--- src/rtl/rect_plotter_if.sv ---
// rect_plotter_if: rectangle-fill command channel between the game-control
// FSM (master) and the rect_plotter draw engine (slave).
//   cmd_valid   master -> slave  command present
//   cmd_ready   slave  -> master command can be accepted this cycle
//   cmd_x/y     master -> slave  rectangle origin (left, top)
//   cmd_w/h     master -> slave  width/height in pixels, 0 = empty
//   cmd_colour  master -> slave  fill colour
interface rect_plotter_if #(
  parameter int COORD_W  = 8,
  parameter int COLOUR_W = 3
);
  logic                cmd_valid;
  logic                cmd_ready;
  logic [COORD_W-1:0]  cmd_x;
  logic [COORD_W-1:0]  cmd_y;
  logic [COORD_W-1:0]  cmd_w;
  logic [COORD_W-1:0]  cmd_h;
  logic [COLOUR_W-1:0] cmd_colour;

  modport master (
    output cmd_valid, cmd_x, cmd_y, cmd_w, cmd_h, cmd_colour,
    input  cmd_ready
  );

  modport slave (
    input  cmd_valid, cmd_x, cmd_y, cmd_w, cmd_h, cmd_colour,
    output cmd_ready
  );
endinterface

--- src/rtl/rect_plotter.sv ---
// rect_plotter: turns rectangle-fill commands into a stream of framebuffer
// writes, one pixel per clock, row-major from the top-left, clipped to the
// X_MAX x Y_MAX screen. Holds one active command and one pending command so
// back-to-back commands draw without bubbles.
// Ports:
//   clk      system clock (shared with the VGA adapter)
//   rst      synchronous active-low reset
//   cmd      command channel (slave side of rect_plotter_if)
//   x/y      pixel coordinate to the adapter (registered)
//   colour   pixel colour to the adapter (registered)
//   plot     write strobe, x/y/colour valid when high (registered)
//   busy     drawing, finishing an empty command, or a command pending
//   done     one-cycle pulse when an accepted command completes (registered)
module rect_plotter #(
  parameter int COORD_W  = 8,
  parameter int COLOUR_W = 3,
  parameter int X_MAX    = 160,
  parameter int Y_MAX    = 120
) (
  input  logic                clk,
  input  logic                rst,
  rect_plotter_if.slave       cmd,
  output logic [COORD_W-1:0]  x,
  output logic [COORD_W-1:0]  y,
  output logic [COLOUR_W-1:0] colour,
  output logic                plot,
  output logic                busy,
  output logic                done
);

  localparam logic [COORD_W:0]   X_LIM = (COORD_W+1)'(X_MAX);
  localparam logic [COORD_W:0]   Y_LIM = (COORD_W+1)'(Y_MAX);
  localparam logic [COORD_W-1:0] ONE   = {{(COORD_W-1){1'b0}}, 1'b1};
  localparam logic [COORD_W-1:0] ZERO  = {COORD_W{1'b0}};

  typedef enum logic [1:0] {
    ST_IDLE  = 2'd0,
    ST_DRAW  = 2'd1,
    ST_EMPTY = 2'd2
  } state_e;

  // Visible length of one axis: nothing if the origin is off-screen,
  // otherwise the requested length trimmed at the screen edge.
  function automatic logic [COORD_W-1:0] clip_len(
    input logic [COORD_W-1:0] org,
    input logic [COORD_W-1:0] len,
    input logic [COORD_W:0]   lim
  );
    logic [COORD_W:0]   room;
    logic [COORD_W-1:0] res;
    room = lim - {1'b0, org};
    if ({1'b0, org} >= lim) begin
      res = ZERO;
    end else if ({1'b0, len} < room) begin
      res = len;
    end else begin
      res = room[COORD_W-1:0];
    end
    return res;
  endfunction

  state_e               state_q, state_d;
  logic [COORD_W-1:0]   ox_q, ox_d, oy_q, oy_d;
  logic [COORD_W-1:0]   ew_q, ew_d, eh_q, eh_d;
  logic [COORD_W-1:0]   cx_q, cx_d, cy_q, cy_d;
  logic [COLOUR_W-1:0]  acol_q, acol_d;
  logic                 pend_full_q, pend_full_d;
  logic [COORD_W-1:0]   px_q, px_d, py_q, py_d, pw_q, pw_d, ph_q, ph_d;
  logic [COLOUR_W-1:0]  pcol_q, pcol_d;
  logic [COORD_W-1:0]   x_q, x_d, y_q, y_d;
  logic [COLOUR_W-1:0]  colour_q, colour_d;
  logic                 plot_q, plot_d, done_q, done_d;

  logic                 accept_s, last_s, load_s, use_pend_s;
  logic [COORD_W-1:0]   src_x_s, src_y_s, src_w_s, src_h_s;
  logic [COLOUR_W-1:0]  src_col_s;
  logic [COORD_W-1:0]   clip_w_s, clip_h_s;

  // Next-state, pixel generation and command load/queue decisions.
  always_comb begin
    state_d     = state_q;
    ox_d        = ox_q;
    oy_d        = oy_q;
    ew_d        = ew_q;
    eh_d        = eh_q;
    cx_d        = cx_q;
    cy_d        = cy_q;
    acol_d      = acol_q;
    pend_full_d = pend_full_q;
    px_d        = px_q;
    py_d        = py_q;
    pw_d        = pw_q;
    ph_d        = ph_q;
    pcol_d      = pcol_q;
    x_d         = x_q;
    y_d         = y_q;
    colour_d    = colour_q;
    plot_d      = 1'b0;
    done_d      = 1'b0;
    last_s      = 1'b0;
    load_s      = 1'b0;
    use_pend_s  = 1'b0;

    accept_s = cmd.cmd_valid && !pend_full_q;

    case (state_q)
      ST_IDLE: begin
        load_s = accept_s;
      end
      ST_DRAW: begin
        plot_d   = 1'b1;
        x_d      = ox_q + cx_q;
        y_d      = oy_q + cy_q;
        colour_d = acol_q;
        if ((cx_q == ew_q - ONE) && (cy_q == eh_q - ONE)) begin
          done_d = 1'b1;
          last_s = 1'b1;
        end else if (cx_q == ew_q - ONE) begin
          cx_d = ZERO;
          cy_d = cy_q + ONE;
        end else begin
          cx_d = cx_q + ONE;
        end
      end
      ST_EMPTY: begin
        done_d = 1'b1;
        last_s = 1'b1;
      end
      default: begin
        state_d = ST_IDLE;
      end
    endcase

    // Finishing a command: the pending slot has priority; a same-cycle accept
    // can only happen when pending is empty because cmd_ready is low otherwise.
    if (last_s) begin
      if (pend_full_q) begin
        use_pend_s  = 1'b1;
        load_s      = 1'b1;
        pend_full_d = 1'b0;
      end else if (accept_s) begin
        load_s = 1'b1;
      end else begin
        state_d = ST_IDLE;
      end
    end else if (accept_s && (state_q != ST_IDLE)) begin
      pend_full_d = 1'b1;
      px_d        = cmd.cmd_x;
      py_d        = cmd.cmd_y;
      pw_d        = cmd.cmd_w;
      ph_d        = cmd.cmd_h;
      pcol_d      = cmd.cmd_colour;
    end else begin
      pend_full_d = pend_full_q;
    end

    src_x_s   = use_pend_s ? px_q   : cmd.cmd_x;
    src_y_s   = use_pend_s ? py_q   : cmd.cmd_y;
    src_w_s   = use_pend_s ? pw_q   : cmd.cmd_w;
    src_h_s   = use_pend_s ? ph_q   : cmd.cmd_h;
    src_col_s = use_pend_s ? pcol_q : cmd.cmd_colour;
    clip_w_s  = clip_len(src_x_s, src_w_s, X_LIM);
    clip_h_s  = clip_len(src_y_s, src_h_s, Y_LIM);

    if (load_s) begin
      ox_d    = src_x_s;
      oy_d    = src_y_s;
      ew_d    = clip_w_s;
      eh_d    = clip_h_s;
      acol_d  = src_col_s;
      cx_d    = ZERO;
      cy_d    = ZERO;
      state_d = ((clip_w_s != ZERO) && (clip_h_s != ZERO)) ? ST_DRAW : ST_EMPTY;
    end else begin
      acol_d = acol_q;
    end
  end

  // State and output registers with synchronous active-low reset.
  always_ff @(posedge clk) begin
    if (!rst) begin
      state_q     <= ST_IDLE;
      ox_q        <= ZERO;
      oy_q        <= ZERO;
      ew_q        <= ZERO;
      eh_q        <= ZERO;
      cx_q        <= ZERO;
      cy_q        <= ZERO;
      acol_q      <= {COLOUR_W{1'b0}};
      pend_full_q <= 1'b0;
      px_q        <= ZERO;
      py_q        <= ZERO;
      pw_q        <= ZERO;
      ph_q        <= ZERO;
      pcol_q      <= {COLOUR_W{1'b0}};
      x_q         <= ZERO;
      y_q         <= ZERO;
      colour_q    <= {COLOUR_W{1'b0}};
      plot_q      <= 1'b0;
      done_q      <= 1'b0;
    end else begin
      state_q     <= state_d;
      ox_q        <= ox_d;
      oy_q        <= oy_d;
      ew_q        <= ew_d;
      eh_q        <= eh_d;
      cx_q        <= cx_d;
      cy_q        <= cy_d;
      acol_q      <= acol_d;
      pend_full_q <= pend_full_d;
      px_q        <= px_d;
      py_q        <= py_d;
      pw_q        <= pw_d;
      ph_q        <= ph_d;
      pcol_q      <= pcol_d;
      x_q         <= x_d;
      y_q         <= y_d;
      colour_q    <= colour_d;
      plot_q      <= plot_d;
      done_q      <= done_d;
    end
  end

  assign x             = x_q;
  assign y             = y_q;
  assign colour        = colour_q;
  assign plot          = plot_q;
  assign done          = done_q;
  assign busy          = (state_q != ST_IDLE) || pend_full_q;
  assign cmd.cmd_ready = !pend_full_q;

endmodule

--- src/flat_wrapper.sv ---
// flat-port wrapper written by rule: the top's interface ports become plain ports
module rect_plotter_flat 
#(
  parameter int COORD_W  = 8,
  parameter int COLOUR_W = 3,
  parameter int X_MAX    = 160,
  parameter int Y_MAX    = 120
)
  (clk, rst, x, y, colour, plot, busy, done, cmd_cmd_valid, cmd_cmd_x, cmd_cmd_y, cmd_cmd_w, cmd_cmd_h, cmd_cmd_colour, cmd_cmd_ready);
  rect_plotter_if #(.COORD_W(COORD_W), .COLOUR_W(COLOUR_W)) cmd_i ();
  input  logic clk;
  input  logic rst;
  output logic [COORD_W-1:0] x;
  output logic [COORD_W-1:0] y;
  output logic [COLOUR_W-1:0] colour;
  output logic plot;
  output logic busy;
  output logic done;
  input wire logic [$bits(cmd_i.cmd_valid)-1:0] cmd_cmd_valid;
  input wire logic [$bits(cmd_i.cmd_x)-1:0] cmd_cmd_x;
  input wire logic [$bits(cmd_i.cmd_y)-1:0] cmd_cmd_y;
  input wire logic [$bits(cmd_i.cmd_w)-1:0] cmd_cmd_w;
  input wire logic [$bits(cmd_i.cmd_h)-1:0] cmd_cmd_h;
  input wire logic [$bits(cmd_i.cmd_colour)-1:0] cmd_cmd_colour;
  output wire logic [$bits(cmd_i.cmd_ready)-1:0] cmd_cmd_ready;
  assign cmd_i.cmd_valid = cmd_cmd_valid;
  assign cmd_i.cmd_x = cmd_cmd_x;
  assign cmd_i.cmd_y = cmd_cmd_y;
  assign cmd_i.cmd_w = cmd_cmd_w;
  assign cmd_i.cmd_h = cmd_cmd_h;
  assign cmd_i.cmd_colour = cmd_cmd_colour;
  assign cmd_cmd_ready = cmd_i.cmd_ready;
  rect_plotter #(.COORD_W(COORD_W), .COLOUR_W(COLOUR_W), .X_MAX(X_MAX), .Y_MAX(Y_MAX)) u_core (.clk(clk), .rst(rst), .cmd(cmd_i), .x(x), .y(y), .colour(colour), .plot(plot), .busy(busy), .done(done));
endmodule
--- config.mk ---
export PLATFORM = sky130hd
export DESIGN_NAME = rect_plotter_flat
export DESIGN_NICKNAME = d
export VERILOG_FILES = /design/src/rtl/rect_plotter_if.sv /design/src/rtl/rect_plotter.sv /design/src/flat_wrapper.sv
export SDC_FILE = /design/constraint.sdc
export NUM_CORES = 1
export LEC_CHECK = 0
export CAP_MARGIN = 20
export CORE_MARGIN = 2
export CORE_UTILIZATION = 65
export CTS_CLUSTER_DIAMETER = 60
export DETAILED_ROUTE_END_ITERATION = 10
export DONT_BUFFER_PORTS = 1
export GPL_ROUTABILITY_DRIVEN = 0
export PLACE_DENSITY = 0.81
export RECOVER_POWER = 25
export SYNTH_ARGS = -nofsm -noshare
export SYNTH_HDL_FRONTEND = slang
export SYNTH_SLANG_ARGS = --single-unit
--- constraint.sdc ---
create_clock -name clk -period 5.85 [get_ports clk]
set_clock_uncertainty 0.05 [all_clocks]
set_input_delay 0.2925 -clock clk [delete_from_list [all_inputs] [get_ports clk]]
set_output_delay 0.2925 -clock clk [all_outputs]
set_load 0.02 [all_outputs]
# Yosys cells after proc, flatten, opt, wreduce, memory -nomap -nowiden
# Cells that the tools add are included.
[totals] reg_bits=110
[classes] eq_ne=4 n_mux=25 n_addsub=8 bitwise_logic=3 n_reduce_logical=16 n_lt_le_gt_ge=4
[op_table] op="two-way mux 8 bit" count=9
[op_table] op="< comparator 8 x 9 -> 1 bit" count=2
[op_table] op="adder 8 x 1 -> 8 bit, second input constant" count=2
[op_table] op="adder 8 bit" count=2
[op_table] op="equality test 8 bit" count=2
[op_table] op="nonzero test 8 bit" count=2
[op_table] op="subtractor 8 x 1 -> 8 bit, second input constant" count=2
[op_table] op="two-way mux 2 bit" count=6
[op_table] op="subtractor 7 x 8 -> 9 bit, first input constant" count=1
[op_table] op="subtractor 8 x 8 -> 9 bit, first input constant" count=1
[op_table] op=">= comparator 8 x 7 -> 1 bit, second input constant" count=1
[op_table] op=">= comparator 8 bit, second input constant" count=1
[op_table] op="two-way mux 1 bit" count=8
[op_table] op="logical AND 1 bit" count=4
[op_table] op="AND reduction 2 bit" count=2
[op_table] op="OR reduction 2 bit" count=2
[op_table] op="two-way mux 3 bit" count=1
[op_table] op="NOT 1 bit" count=3
[op_table] op="AND reduction 3 bit" count=1
[op_table] op="OR reduction 3 bit" count=1
[op_table] op="equality test 2 x 1 -> 1 bit, second input constant" count=1
[op_table] op="equality test 2 bit, second input constant" count=1
[op_table] op="zero test 2 bit" count=1
[op_table] op="case mux 1 bit (2 select lines)" count=1
[op_table] op="3 further kinds" count=3

# Longest topological paths before layout
# Gate-level depths: netlist of the first run.
[logic_depth] depth_word=15 ltp_mapped=25 depth_no_buf=20

# Worst setup path before layout of the first run
# Ideal clock, no wire load.
[synth_path] kind="flip-flop to flip-flop" from="register u_core.ew_q[0]" to="register u_core.state_q[0]" t_required_ns=5.678 setup_time_ns=0.122 n_path_buf=5 slack_ns=0.724 t_arrival_ns=4.954 path_stages_with_launch=25 cell_sequence="dfxtp_1 > buf_6 > inv_1 > ha_1 > clkbuf_1 > o21ba_1 > a221o_1 > a22oi_2 > and3_2 > and4_1 > buf_4 > o21ai_2 > buf_2 > buf_6 > mux2i_1 > inv_1 > ha_1 > and4_1 > a41oi_1 > nand2_1 > a221oi_1 > nand2_1 > mux2i_1 > nand3_1 > o311a_1"
[synth_between] elab_chain_cells=15 elab_cells_between_ends=27 cone_classes="add/sub: 3; order compare: 4; eq/ne: 1; mux: 15; reduce/logical: 4"
[synth_rtl] element="start, declared" line="rect_plotter.sv:64" text="logic [COORD_W-1:0] ew_q, ew_d, eh_q, eh_d;"
[synth_rtl] element="start signal, assigned" line="rect_plotter.sv:205" text="ew_q <= ew_d;"
[synth_rtl] element="subtractor 8 x 1 -> 8 bit *" line="rect_plotter.sv:115" text="if ((cx_q == ew_q - ONE) && (cy_q == eh_q - ONE)) begin"
[synth_rtl] element="equality test 8 bit *" line="rect_plotter.sv:115"
[synth_rtl] element="logical AND 1 bit *" line="rect_plotter.sv:115"
[synth_rtl] element="two-way mux 1 bit *" line="rect_plotter.sv:115"
[synth_rtl] element="case mux 1 bit (2 select lines) *" line="rect_plotter.sv:106" text="case (state_q)"
[synth_rtl] element="two-way mux 1 bit" line="rect_plotter.sv:136" text="if (last_s) begin"
[synth_rtl] element="two-way mux 8 bit, on equally long branches" line="rect_plotter.sv:157, rect_plotter.sv:158"
[synth_rtl] element="subtractor 8 x 8 -> 9 bit or subtractor 7 x 8 -> 9 bit (tied branches)" line="rect_plotter.sv:51" text="room = lim - {1'b0, org};"
[synth_rtl] element="< comparator 8 x 9 -> 1 bit" line="rect_plotter.sv:54" text="end else if ({1'b0, len} < room) begin"
[synth_rtl] element="two-way mux 8 bit" line="rect_plotter.sv:54"
[synth_rtl] element="two-way mux 8 bit" line="rect_plotter.sv:52" text="if ({1'b0, org} >= lim) begin"
[synth_rtl] element="nonzero test 8 bit" line="rect_plotter.sv:173" text="state_d = ((clip_w_s != ZERO) && (clip_h_s != ZERO)) ? ST_DRAW : ST_EMPTY;"
[synth_rtl] element="logical AND 1 bit" line="rect_plotter.sv:173"
[synth_rtl] element="two-way mux 2 bit" line="rect_plotter.sv:173"
[synth_rtl] element="two-way mux 2 bit *" line="rect_plotter.sv:165" text="if (load_s) begin"
[synth_rtl] element="end signal, assigned" line="rect_plotter.sv:202" text="state_q <= state_d;"
[synth_rtl] element="end, declared" line="rect_plotter.sv:62" text="state_e state_q, state_d;"
# Every way passes the cells marked *; elsewhere a longest branch is shown, timed or not.
# A chain may end at the register's enable or synchronous reset.

# Worst setup path in the final report of the first run
# Ends and elaborated chain as after synthesis.

==> impl_metrics.tcl, run 1 <==
set metrics [dict create \
    drt_first_iter_violations 821 \
    start_util_pct 67.38 \
    synth-edff-count 0 \
    cap_violations 0 \
    synth-warning-count 0 \
    r2r_end "u_core.state_q[0]$_SDFF_PN0_" \
    p_comb_share_pct 34.1 \
    seq_area_frac_synth_pct 31.38 \
    syn-instance-count 900 \
    fp.dieH_um 107.9 \
    worst_pin_slew_ps 1108 \
    kind_of_capture_point_of_the_worst_setup_path "register" \
    antenna_found_initial 0 \
    num_io_pins 61 \
    tritoncts "done" \
    holdWs_ps 13.38 \
    hold-path-cell-count 2 \
    cts.root.buffer_cell "sky130_fd_sc_hd__clkbuf_8" \
    netlist_area_pre_place_sq_um 7018 \
    ys_types 74 \
    final-hold-violation-count 0 \
    startpoint_class_of_the_critical_path "register" \
    globalRouteOverflowTotal 0 \
    via_count_of_the_first_global_routing_pass 6267 \
    grt.met2_usage_pct 53.14 \
    finalCriticalPeriod_ps 5365 \
    drc 0 \
    routed-via-count 6785 \
    worst_ir_drop_vdd_v 0.0001670 \
    r2r.worst_path.cells 20 \
    maxSlewHeadroom_pct 26.13 \
    commonest_non_fill_non_tap_cells_in_the_layout "168 x sky130_fd_sc_hd__nand2_1, 110 x sky130_fd_sc_hd__dfxtp_1, 93 x sky130_fd_sc_hd__nor2_1" \
    postSynthAreaPerCell_sq_um 7.798 \
    cpMaxStageDelayCell "sky130_fd_sc_hd__dfxtp_1" \
    seq_power_share_pct 45.4 \
    rsz0062_at_grt "no" \
    route.detailed.wl_per_inst_um 17.94 \
    clk_latency_ps 380 \
    critical_path.max_fanout 14 \
    ys_ff_latch 110 \
    design.core.area_sq_um 10420 \
    timing_worst_setup_path_type "reg -> reg" \
    timing.critical_path.cells "inv_1, ha_1, o21ba_1, a221o_1, a22oi_2, and3_2, and4_1, o21ai_4, mux2i_1, inv_1, ha_1, and4_1, a41oi_1, nand2_1, a221oi_1, buf_4, nand2_1, mux2i_1, nand3_1, o311a_1" \
    syn-num-nets 975 \
    max_freq_mhz 186.4 \
    clock_tree.htree_level_count 3 \
    clock-sinks 110 \
    worstPathArrival_ps 5590 \
    power.internal_mw 1.264 \
    grt_use_met3_pct 7.446 \
    post_drt_via_cell_ratio 6.437 \
    drive_above_1_share_pct 4.466 \
    status "complete, no violations" \
    switching_part_of_the_total_power_pct 38.86 \
    layout_commonest_cell "sky130_fd_sc_hd__nand2_1" \
    global_route.usage.total_pct 32.84 \
    clock_buffers_created_by_tritoncts 9 \
    required_ps 6080 \
    drt.antenna.violating_nets 0 \
    reported_net_switching_power_uw 803.7 \
    synth_top_cell_area_share_pct 31.38 \
    yosysTopAreaCell "sky130_fd_sc_hd__dfxtp_1" \
    fp.dieArea_sq_um 11640 \
    grt-busiest-layer "met2" \
    hold_wc_startpoint "cmd_cmd_x[3]" \
    post-cts-setup-buffers 0 \
    maximum_number_of_pins_on_one_net_before_global_route_repair 79 \
    cts.clk_slew.worst_paths_ps 110 \
    areaGrowthSynthToFinish_pct 8.397 \
    grt_pass1_wl_um 30330 \
    die_wd_um 107.9 \
    global_route_met1_usage_pct 43.93 \
    holdCritPathClass "in -> reg" \
    clockBufferDepth 2 \
    power-per-cell-area_nw_per_um2 271.9 \
    total_leakage_power_nw 2.979 \
    worstReg2RegStart "u_core.ew_q[0]$_SDFFE_PN0P_" \
    num-nets-final 988 \
    synth_top_flop_cell "sky130_fd_sc_hd__dfxtp_1" \
    report.final.slew_viol_count 0 \
    ys_async_sr_fraction_pct 0 \
    ff2ff_setup_slack_ps 480 \
    power.share.clock_pct 20.5 \
    yosys-top-cells-area "sky130_fd_sc_hd__dfxtp_1 31%, sky130_fd_sc_hd__nand2_1 9.0%, sky130_fd_sc_hd__ha_1 6.2%" \
    critPathMaxStageDelay_ps 460 \
    period_share_pct 91.72 \
    detail_route.first_pass.iterations 5 \
    fin_tns_setup_ps 0 \
    antenna-diode-count 0 \
    number_of_placement_rows 37 \
    finalSetupViolations 0 \
    place.port_buffers 0 \
    detail_route.wirelength_um 18910 \
    sink_of_the_worst_hold_path "u_core.ox_q[3]$_SDFFE_PN0P_" \
    post-dp-hpwl_um 13340 \
]
==> per-layer routing <==
layer  share of wire, %  routed length, um  vias up
met5                  0                  0        -
met4                1.8                347        0
met3                9.9               1864       47
met2                 46               8716      369
met1                 42               7978     3165
li1                   -                  -     3204
==> power by group through the flow <==
| stage | logic, mW | clock network, mW | registers, mW |
|---|---|---|---|
| after CTS | 0.687 | 0.427 | 0.935 |
| final | 0.705 | 0.424 | 0.939 |
| after global routing | 0.778 | 0.458 | 0.948 |
| after global placement | 0.630 | 0 | 0.947 |
| after floorplan | 0.539 | 0 | 0.918 |
| after detailed placement | 0.663 | 0 | 0.953 |
==> critical path, delay by kind of cell (launching register included) <==
family                   cells  cell delay, ps
multiplexers                 2             670
AO/OA/AOI/OAI                7            1780
buffers and inverters        3             380
flip-flops                   1             460
AND/OR/NAND/NOR              6            1270
adder cells (fa/ha/maj)      2             630
==> area by class of cell <==
class	count	area [sq um]
sequential	110	2202
tap	136	170.2
fill	812	2809
inverter	33	123.9
timing repair buffer	47	441.7
multi-input combinational	712	4502
clock inverter	5	36.28
clock buffer	11	131.4
==> logic make-up after synthesis <==
kind of cell    synth area share [%]
compound gates                 19.63
xor+xnor                       7.862
fa+ha+maj                      6.811
buf+inv                        4.867
flops                          31.38
mux                            4.796
simple gates                   24.66
==> repair_timing <==
item	in CTS	in global routing
setup endpoints to repair	0	9
endpoints found under the hold margin	38	1
hold buffers	36	1
resized for setup	0	0
==> through the flow <==
| stage | power (mW) | cells | cell area, sq um | util [%] | setup slack (ps) |
|---|---|---|---|---|---|
| floorplan | 1.457 | 900 | 7018 | - | 724.3 |
| global placement | 1.577 | 1000 | 7064 | 67.82 | 784.8 |
| detailed placement | 1.616 | 1000 | 7064 | 67.82 | 530.0 |
| CTS | 2.049 | 1052 | 7592 | 72.89 | 527.3 |
| global route | 2.185 | 1054 | 7607 | 73.03 | 59.62 |
| finish | 2.068 | 1054 | 7607 | 73.03 | 484.5 |
==> worst max-delay path by stage <==
stage	start	endpoint	slack (ps)	cells after the start
3_3_place_gp	u_core.ew_q[0]$_SDFFE_PN0P_	u_core.state_q[0]$_SDFF_PN0_	780	21
4_1_cts	u_core.ew_q[0]$_SDFFE_PN0P_	u_core.eh_q[3]$_SDFFE_PN0P_	530	21
6_report	u_core.ew_q[0]$_SDFFE_PN0P_	u_core.state_q[0]$_SDFF_PN0_	480	20
3_5_place_dp	u_core.ew_q[0]$_SDFFE_PN0P_	u_core.eh_q[3]$_SDFFE_PN0P_	530	21
2_1_floorplan	u_core.ew_q[0]$_SDFFE_PN0P_	u_core.state_q[0]$_SDFF_PN0_	720	24
5_1_grt	u_core.ew_q[2]$_SDFFE_PN0P_	u_core.eh_q[4]$_SDFFE_PN0P_	60	19
==> cells in the mapped netlist, types with 3 or more instances <==
master / count
sky130_fd_sc_hd__nor2_1: 93
sky130_fd_sc_hd__and4_1: 7
sky130_fd_sc_hd__o21ai_1: 3
sky130_fd_sc_hd__buf_4: 5
sky130_fd_sc_hd__nand2_1: 168
sky130_fd_sc_hd__o21ai_0: 17
sky130_fd_sc_hd__xnor2_1: 38
sky130_fd_sc_hd__or3_1: 8
sky130_fd_sc_hd__mux2_2: 4
sky130_fd_sc_hd__a311oi_1: 20
sky130_fd_sc_hd__buf_1: 3
sky130_fd_sc_hd__a211oi_1: 9
sky130_fd_sc_hd__nor3_1: 17
sky130_fd_sc_hd__buf_2: 9
sky130_fd_sc_hd__nor4_1: 8
sky130_fd_sc_hd__a22o_1: 3
sky130_fd_sc_hd__a22oi_1: 3
sky130_fd_sc_hd__xor2_1: 25
sky130_fd_sc_hd__nor2b_1: 14
sky130_fd_sc_hd__nand3b_1: 4
sky130_fd_sc_hd__nand4_1: 11
sky130_fd_sc_hd__dfxtp_1: 110
sky130_fd_sc_hd__inv_1: 30
sky130_fd_sc_hd__a21oi_1: 77
sky130_fd_sc_hd__a41oi_1: 3
sky130_fd_sc_hd__ha_1: 35
sky130_fd_sc_hd__a21o_1: 6
sky130_fd_sc_hd__clkbuf_1: 27
sky130_fd_sc_hd__a31oi_1: 4
sky130_fd_sc_hd__nand3_1: 16
sky130_fd_sc_hd__and2_1: 7
sky130_fd_sc_hd__a221o_1: 3
sky130_fd_sc_hd__o21a_1: 5
sky130_fd_sc_hd__and3_1: 5
sky130_fd_sc_hd__o21bai_1: 6
sky130_fd_sc_hd__nand2b_1: 9
sky130_fd_sc_hd__o211ai_1: 11
sky130_fd_sc_hd__mux2i_1: 28
Note: power is estimated with default switching activity, not from simulation.
==> run 2: changes to the inputs <==
Settings changed: CORE_ASPECT_RATIO set to 1.75, CORE_UTILIZATION 65 to 50, PLACE_DENSITY 0.81 to unset, SKIP_LAST_GASP set to 1.
==> impl_metrics.tcl, run 2 (synthesized netlist as in run 1, its figures left out) <==
set metrics [dict create \
    grt_pass1_wl_um 29610 \
    holdCritPathClass "in -> reg" \
    clockBufferDepth 2 \
    routed-via-count 6257 \
    num_io_pins 61 \
    clock_tree.htree_level_count 3 \
    detail_route.wirelength_um 17980 \
    reported_net_switching_power_uw 799.4 \
    clock_buffers_created_by_tritoncts 9 \
    drt_first_iter_violations 329 \
    fp.dieH_um 160.7 \
    global_route.usage.total_pct 24.32 \
    finish.utilization_pct 53.76 \
    antenna_found_initial 0 \
    cts.root.buffer_cell "sky130_fd_sc_hd__clkbuf_16" \
    maxSlewHeadroom_pct 22.97 \
    maximum_number_of_pins_on_one_net_before_global_route_repair 47 \
    finalCriticalPeriod_ps 5340 \
    report.final.slew_viol_count 0 \
    drc 0 \
    fill_cells 1385 \
    cap_violations 0 \
    status "complete, no violations" \
    worst_pin_slew_ps 1155 \
    place.port_buffers 0 \
    drt.antenna.violating_nets 0 \
    finalSetupViolations 0 \
    startpoint_class_of_the_critical_path "register" \
    worstPathArrival_ps 5520 \
    areaGrowthSynthToFinish_pct 5.990 \
    cpMaxStageDelayCell "sky130_fd_sc_hd__o21ai_4" \
    tritoncts "done" \
    drive_above_1_share_pct 4.881 \
    critical_path.max_fanout 26 \
    p_comb_share_pct 29.9 \
    switching_part_of_the_total_power_pct 35.68 \
    pre_cts_slack_ps 579.7 \
    detail_route.first_pass.iterations 5 \
    seq_power_share_pct 41.6 \
    required_ps 6030 \
    globalRouteOverflowTotal 0 \
    fp.dieArea_sq_um 15040 \
    post-dp-hpwl_um 13560 \
    start_util_pct 50.72 \
    design.core.area_sq_um 13840 \
    max_freq_mhz 187.3 \
    total_leakage_power_nw 2.900 \
    clk_latency_ps 350 \
    route.detailed.wl_per_inst_um 16.99 \
    commonest_non_fill_non_tap_cells_in_the_layout "168 x sky130_fd_sc_hd__nand2_1, 110 x sky130_fd_sc_hd__dfxtp_1, 93 x sky130_fd_sc_hd__nor2_1" \
    num-nets-final 951 \
    via_count_of_the_first_global_routing_pass 5977 \
    cts.clk_slew.worst_paths_ps 80 \
    antenna-diode-count 0 \
    fin_tns_setup_ps 0 \
    multiInputGateArea_sq_um 4493 \
    register_area_sq_um 2202 \
    post_drt_via_cell_ratio 5.914 \
    critPathMaxStageDelay_ps 640 \
    die_wd_um 93.56 \
    finalNonFillerCells 1058 \
    post-cts-setup-buffers 0 \
    design_power_total_mw 2.240 \
    clock-sinks 110 \
    final-hold-violation-count 0 \
    power-per-cell-area_nw_per_um2 301.2 \
    power.share.clock_pct 28.5 \
    power.internal_mw 1.441 \
    number_of_placement_rows 57 \
    numPlacedInstances 1042 \
    timing.critical_path.cells "inv_1, ha_1, xnor2_1, a221o_1, a22oi_2, and3_2, and4_1, o21ai_4, buf_4, mux2i_1, inv_1, ha_1, a21o_1, a21oi_1, nor2b_1, o21ai_0, o211ai_1, o32a_4, a221oi_2, o21ai_0, o311a_1" \
    rsz0062_at_grt "no" \
    timing_worst_setup_path_type "reg -> reg" \
    worst_ir_drop_vdd_v 0.0001297 \
    layout_commonest_cell "sky130_fd_sc_hd__nand2_1" \
    kind_of_capture_point_of_the_worst_setup_path "register" \
    cts_hold_buf 0 \
    number_of_gates_given_a_new_drive_strength_after_cts 0 \
    final.setup.worst_slack_ps 510.0 \
    period_share_pct 91.28 \
]
## run 2: cell type report
type | instances | area share, %
inverters | 33 | 1.665
clock buffers | 10 | 3.213
well taps | 177 | 2.977
multi-input cells | 711 | 60.40
flip-flops and latches | 110 | 29.60
clock inverters | 6 | 0.9083
repair buffers | 11 | 1.228
## run 2: path summary, 6_finish.rpt
kind,to,cells after the start,slack (ps),startpoint
worst min-delay path,u_core.pcol_q[1]$_SDFFE_PN0P_,2,20,cmd_cmd_colour[1]
worst max-delay path,u_core.state_q[0]$_SDFF_PN0_,21,510,u_core.ew_q[0]$_SDFFE_PN0P_
worst max register to register,u_core.state_q[0]$_SDFF_PN0_,21,510,u_core.ew_q[0]$_SDFFE_PN0P_
worst min register to register,u_core.pcol_q[2]$_SDFFE_PN0P_,2,410,u_core.pcol_q[2]$_SDFFE_PN0P_
## run 2: power by group through the flow
stage	Combinational [mW]	Sequential [mW]	Clock (mW)
after floorplan	0.539	0.918	0
final	0.669	0.932	0.639
after global placement	0.648	0.945	0
after CTS	0.671	0.932	0.656
after detailed placement	0.668	0.950	0
after global routing	0.750	0.945	0.690
## run 2: per-stage QoR
step / hold slack (ps) / instance area (sq um)
3_3_place_gp: 376.0 / 7136
6_report: 18.95 / 7438
5_1_grt: 2.637 / 7438
3_5_place_dp: 384.4 / 7136
2_1_floorplan: 373.7 / 7018
4_1_cts: 5.438 / 7442
## run 2: per-layer routing
layer  wire length (um)  track usage, %  vias up
met2               8973           42.02      201
met5                  0               0        -
met1               7630           30.63     2905
met4                372           8.366        0
li1                   -               -     3127
met3                999           3.518       24
## run 2: worst max-delay path: cells and delay by family, from the launching register on
| family | cells | cell delay [ps] |
|---|---|---|
| adders and majority gates | 2 | 510 |
| and+or+nand+nor | 3 | 560 |
| muxes | 1 | 300 |
| DFF | 1 | 440 |
| AOI/OAI and AO/OA | 11 | 2610 |
| xor gates and xnor gates | 1 | 190 |
| buffers and inverters | 3 | 560 |
==> run 3: changes to the inputs <==
Settings changed: ABC_AREA set to 1, CORE_MARGIN 2 to unset.
==> impl_metrics.tcl, run 3 <==
set metrics [dict create \
    status "complete, no violations" \
    ys_ff_latch 110 \
    cts_hold_buf 0 \
    syn-instance-count 931 \
    synth_top_cell_area_share_pct 34.05 \
    kind_of_capture_point_of_the_worst_setup_path "register" \
    cpLargestDelayFamily "simple AND/OR/NAND/NOR gates" \
    postSynthAreaPerCell_sq_um 6.947 \
    final-hold-violation-count 0 \
    worst_pin_slew_ps 906.5 \
    design_power_total_mw 2.848 \
    worstPathArrival_ps 4910 \
    report.final.slew_viol_count 0 \
    cts.clk_slew.worst_paths_ps 70 \
    critical_path.max_fanout 45 \
    globalRouteOverflowTotal 0 \
    netlist_area_pre_place_sq_um 6467 \
    yosysTopAreaCell "sky130_fd_sc_hd__dfxtp_1" \
    drt.antenna.violating_nets 0 \
    timing_worst_setup_path_type "reg -> reg" \
    clock-sinks 110 \
    switching_part_of_the_total_power_pct 40.75 \
    number_of_placement_rows 54 \
    seq_power_share_pct 41.0 \
    syn-num-nets 1006 \
    clock_tree.htree_level_count 3 \
    drive_above_1_share_pct 7.717 \
    cts.root.buffer_cell "sky130_fd_sc_hd__clkbuf_16" \
    seq_area_frac_synth_pct 34.05 \
    cap_violations 0 \
    route.detailed.wl_per_inst_um 13.67 \
    yosys.cell_count.top_type "sky130_fd_sc_hd__nand2_1" \
    max_freq_mhz 211.8 \
    tritoncts "done" \
    commonest_non_fill_non_tap_cells_in_the_layout "187 x sky130_fd_sc_hd__nand2_1, 114 x sky130_fd_sc_hd__inv_1, 110 x sky130_fd_sc_hd__dfxtp_1" \
    die_wd_um 87.98 \
    hold_wc_startpoint "rst" \
    holdCritPathClass "in -> reg" \
    startpoint_class_of_the_critical_path "register" \
    yosys-top-cells-area "sky130_fd_sc_hd__dfxtp_1 34%, sky130_fd_sc_hd__nand2_1 11%, sky130_fd_sc_hd__o21ai_0 7.4%" \
    power.share.clock_pct 23.6 \
    antenna_found_initial 0 \
    critPathMaxStageDelay_ps 350 \
    clockBufferDepth 2 \
    via_count_of_the_first_global_routing_pass 5283 \
    synth-warning-count 0 \
    layout_commonest_cell "sky130_fd_sc_hd__nand2_1" \
    synth_top_flop_cell "sky130_fd_sc_hd__dfxtp_1" \
    clk_latency_ps 350 \
    place_area_sq_um 6573 \
    rsz0062_at_grt "no" \
    maximum_number_of_pins_on_one_net_before_global_route_repair 55 \
    global_route.usage.total_pct 22.90 \
    worst_ir_drop_vdd_v 0.0002944 \
    grt_pass1_wl_um 24300 \
    ys_types 45 \
    design.core.area_sq_um 12570 \
    post-dp-hpwl_um 11470 \
    finalNonFillerCells 1088 \
    numPlacedInstances 1072 \
    period_share_pct 80.73 \
    synth-edff-count 0 \
    finalSetupViolations 0 \
    finalCriticalPeriod_ps 4722 \
    detail_route.first_pass.iterations 4 \
    drc 0 \
    start_point_of_the_critical_path "u_core.ew_q[0]$_SDFFE_PN0P_" \
    place.port_buffers 0 \
    power-per-cell-area_nw_per_um2 413.1 \
    critical-path-top-cell-by-count "sky130_fd_sc_hd__nand2_1" \
    worstReg2RegStart "u_core.ew_q[0]$_SDFFE_PN0P_" \
    post-cts-setup-buffers 0 \
    start_util_pct 51.46 \
    required_ps 6040 \
    power.internal_mw 1.688 \
    ys_async_sr_fraction_pct 0 \
    areaGrowthSynthToFinish_pct 6.616 \
    num_io_pins 61 \
    netlist_top_cells_count "187 x sky130_fd_sc_hd__nand2_1, 114 x sky130_fd_sc_hd__inv_1, 110 x sky130_fd_sc_hd__dfxtp_1, 99 x sky130_fd_sc_hd__nor2_1, 95 x sky130_fd_sc_hd__o21ai_0" \
    fp.dieH_um 152.5 \
    cpMaxStageDelayCell "sky130_fd_sc_hd__dfxtp_1" \
    detail_route.wirelength_um 14880 \
    clock_buffers_created_by_tritoncts 9 \
    p_comb_share_pct 35.4 \
    reported_net_switching_power_mw 1.161 \
    fill_cells 1273 \
    fin_tns_setup_ps 0 \
    fp.dieArea_sq_um 13410 \
    post_drt_via_cell_ratio 5.267 \
    antenna-diode-count 0 \
    timing.critical_path.buf_inv 4 \
    total_leakage_power_nw 3.203 \
    maxSlewHeadroom_pct 39.42 \
    num-nets-final 990 \
    postLayoutCellArea_sq_um 6895 \
    routed-via-count 5731 \
    number_of_gates_given_a_new_drive_strength_after_cts 0 \
    drt_first_iter_violations 266 \
]
[run 3: power groups by stage]
stage / combinational (mW) / sequential [mW] / clock [mW]
after floorplan: 0.828 / 1.14 / 0
after global placement: 0.989 / 1.18 / 0
after detailed placement: 1.01 / 1.19 / 0
after CTS: 1.02 / 1.17 / 0.689
after global routing: 1.16 / 1.20 / 0.710
final: 1.01 / 1.17 / 0.672
[run 3: metal layers]
layer	share of wire [%]	up-vias	global-route usage (%)
met5	0	-	0
met4	2.5	0	10.07
met3	4.2	24	3.250
met2	50	117	39.28
met1	43	2599	27.69
li1	-	2991	-
[run 3: final timing paths]
path | to | slack [ps] | cells after the start
setup reg to reg | u_core.state_q[0]$_SDFF_PN0_ | 1130 | 36
setup / recovery | u_core.state_q[0]$_SDFF_PN0_ | 1130 | 36
hold / removal | u_core.x[6]$_SDFFE_PN0P_ | 20 | 2
hold reg to reg | u_core.py_q[1]$_SDFFE_PN0P_ | 400 | 2
[run 3: cells by family (layout without fill, tap and decap cells)]
logic type	count (synthesis)	in the layout	synth area share, %
XOR/XNOR	29	29	3.927
flip-flops	110	110	34.05
AO/OA/AOI/OAI	184	184	15.88
AND/OR/NAND/NOR	416	416	29.37
adder cells (fa/ha/maj)	37	37	7.390
buffers and inverters	155	144	9.383
[run 3: stage by stage]
stage	hold WS, ps	setup slack [ps]	utilization [%]
after floorplan	377.4	1930	-
after global placement	381.0	1241	52.30
after detailed placement	386.3	1102	52.30
after CTS	11.56	1085	54.87
after global routing	19.79	474.2	54.87
final	21.16	1128	54.87
[run 3: cell type report]
cell class / instances / area, sq um / share of cell area (%)
tap: 168 / 210.2 / 3.048
sequential: 110 / 2202 / 31.94
multi-input combinational: 666 / 3664 / 53.13
clock inverter: 6 / 93.84 / 1.361
inverter: 125 / 474.2 / 6.877
clock buffer: 10 / 229.0 / 3.321
timing repair buffer: 3 / 22.52 / 0.3266
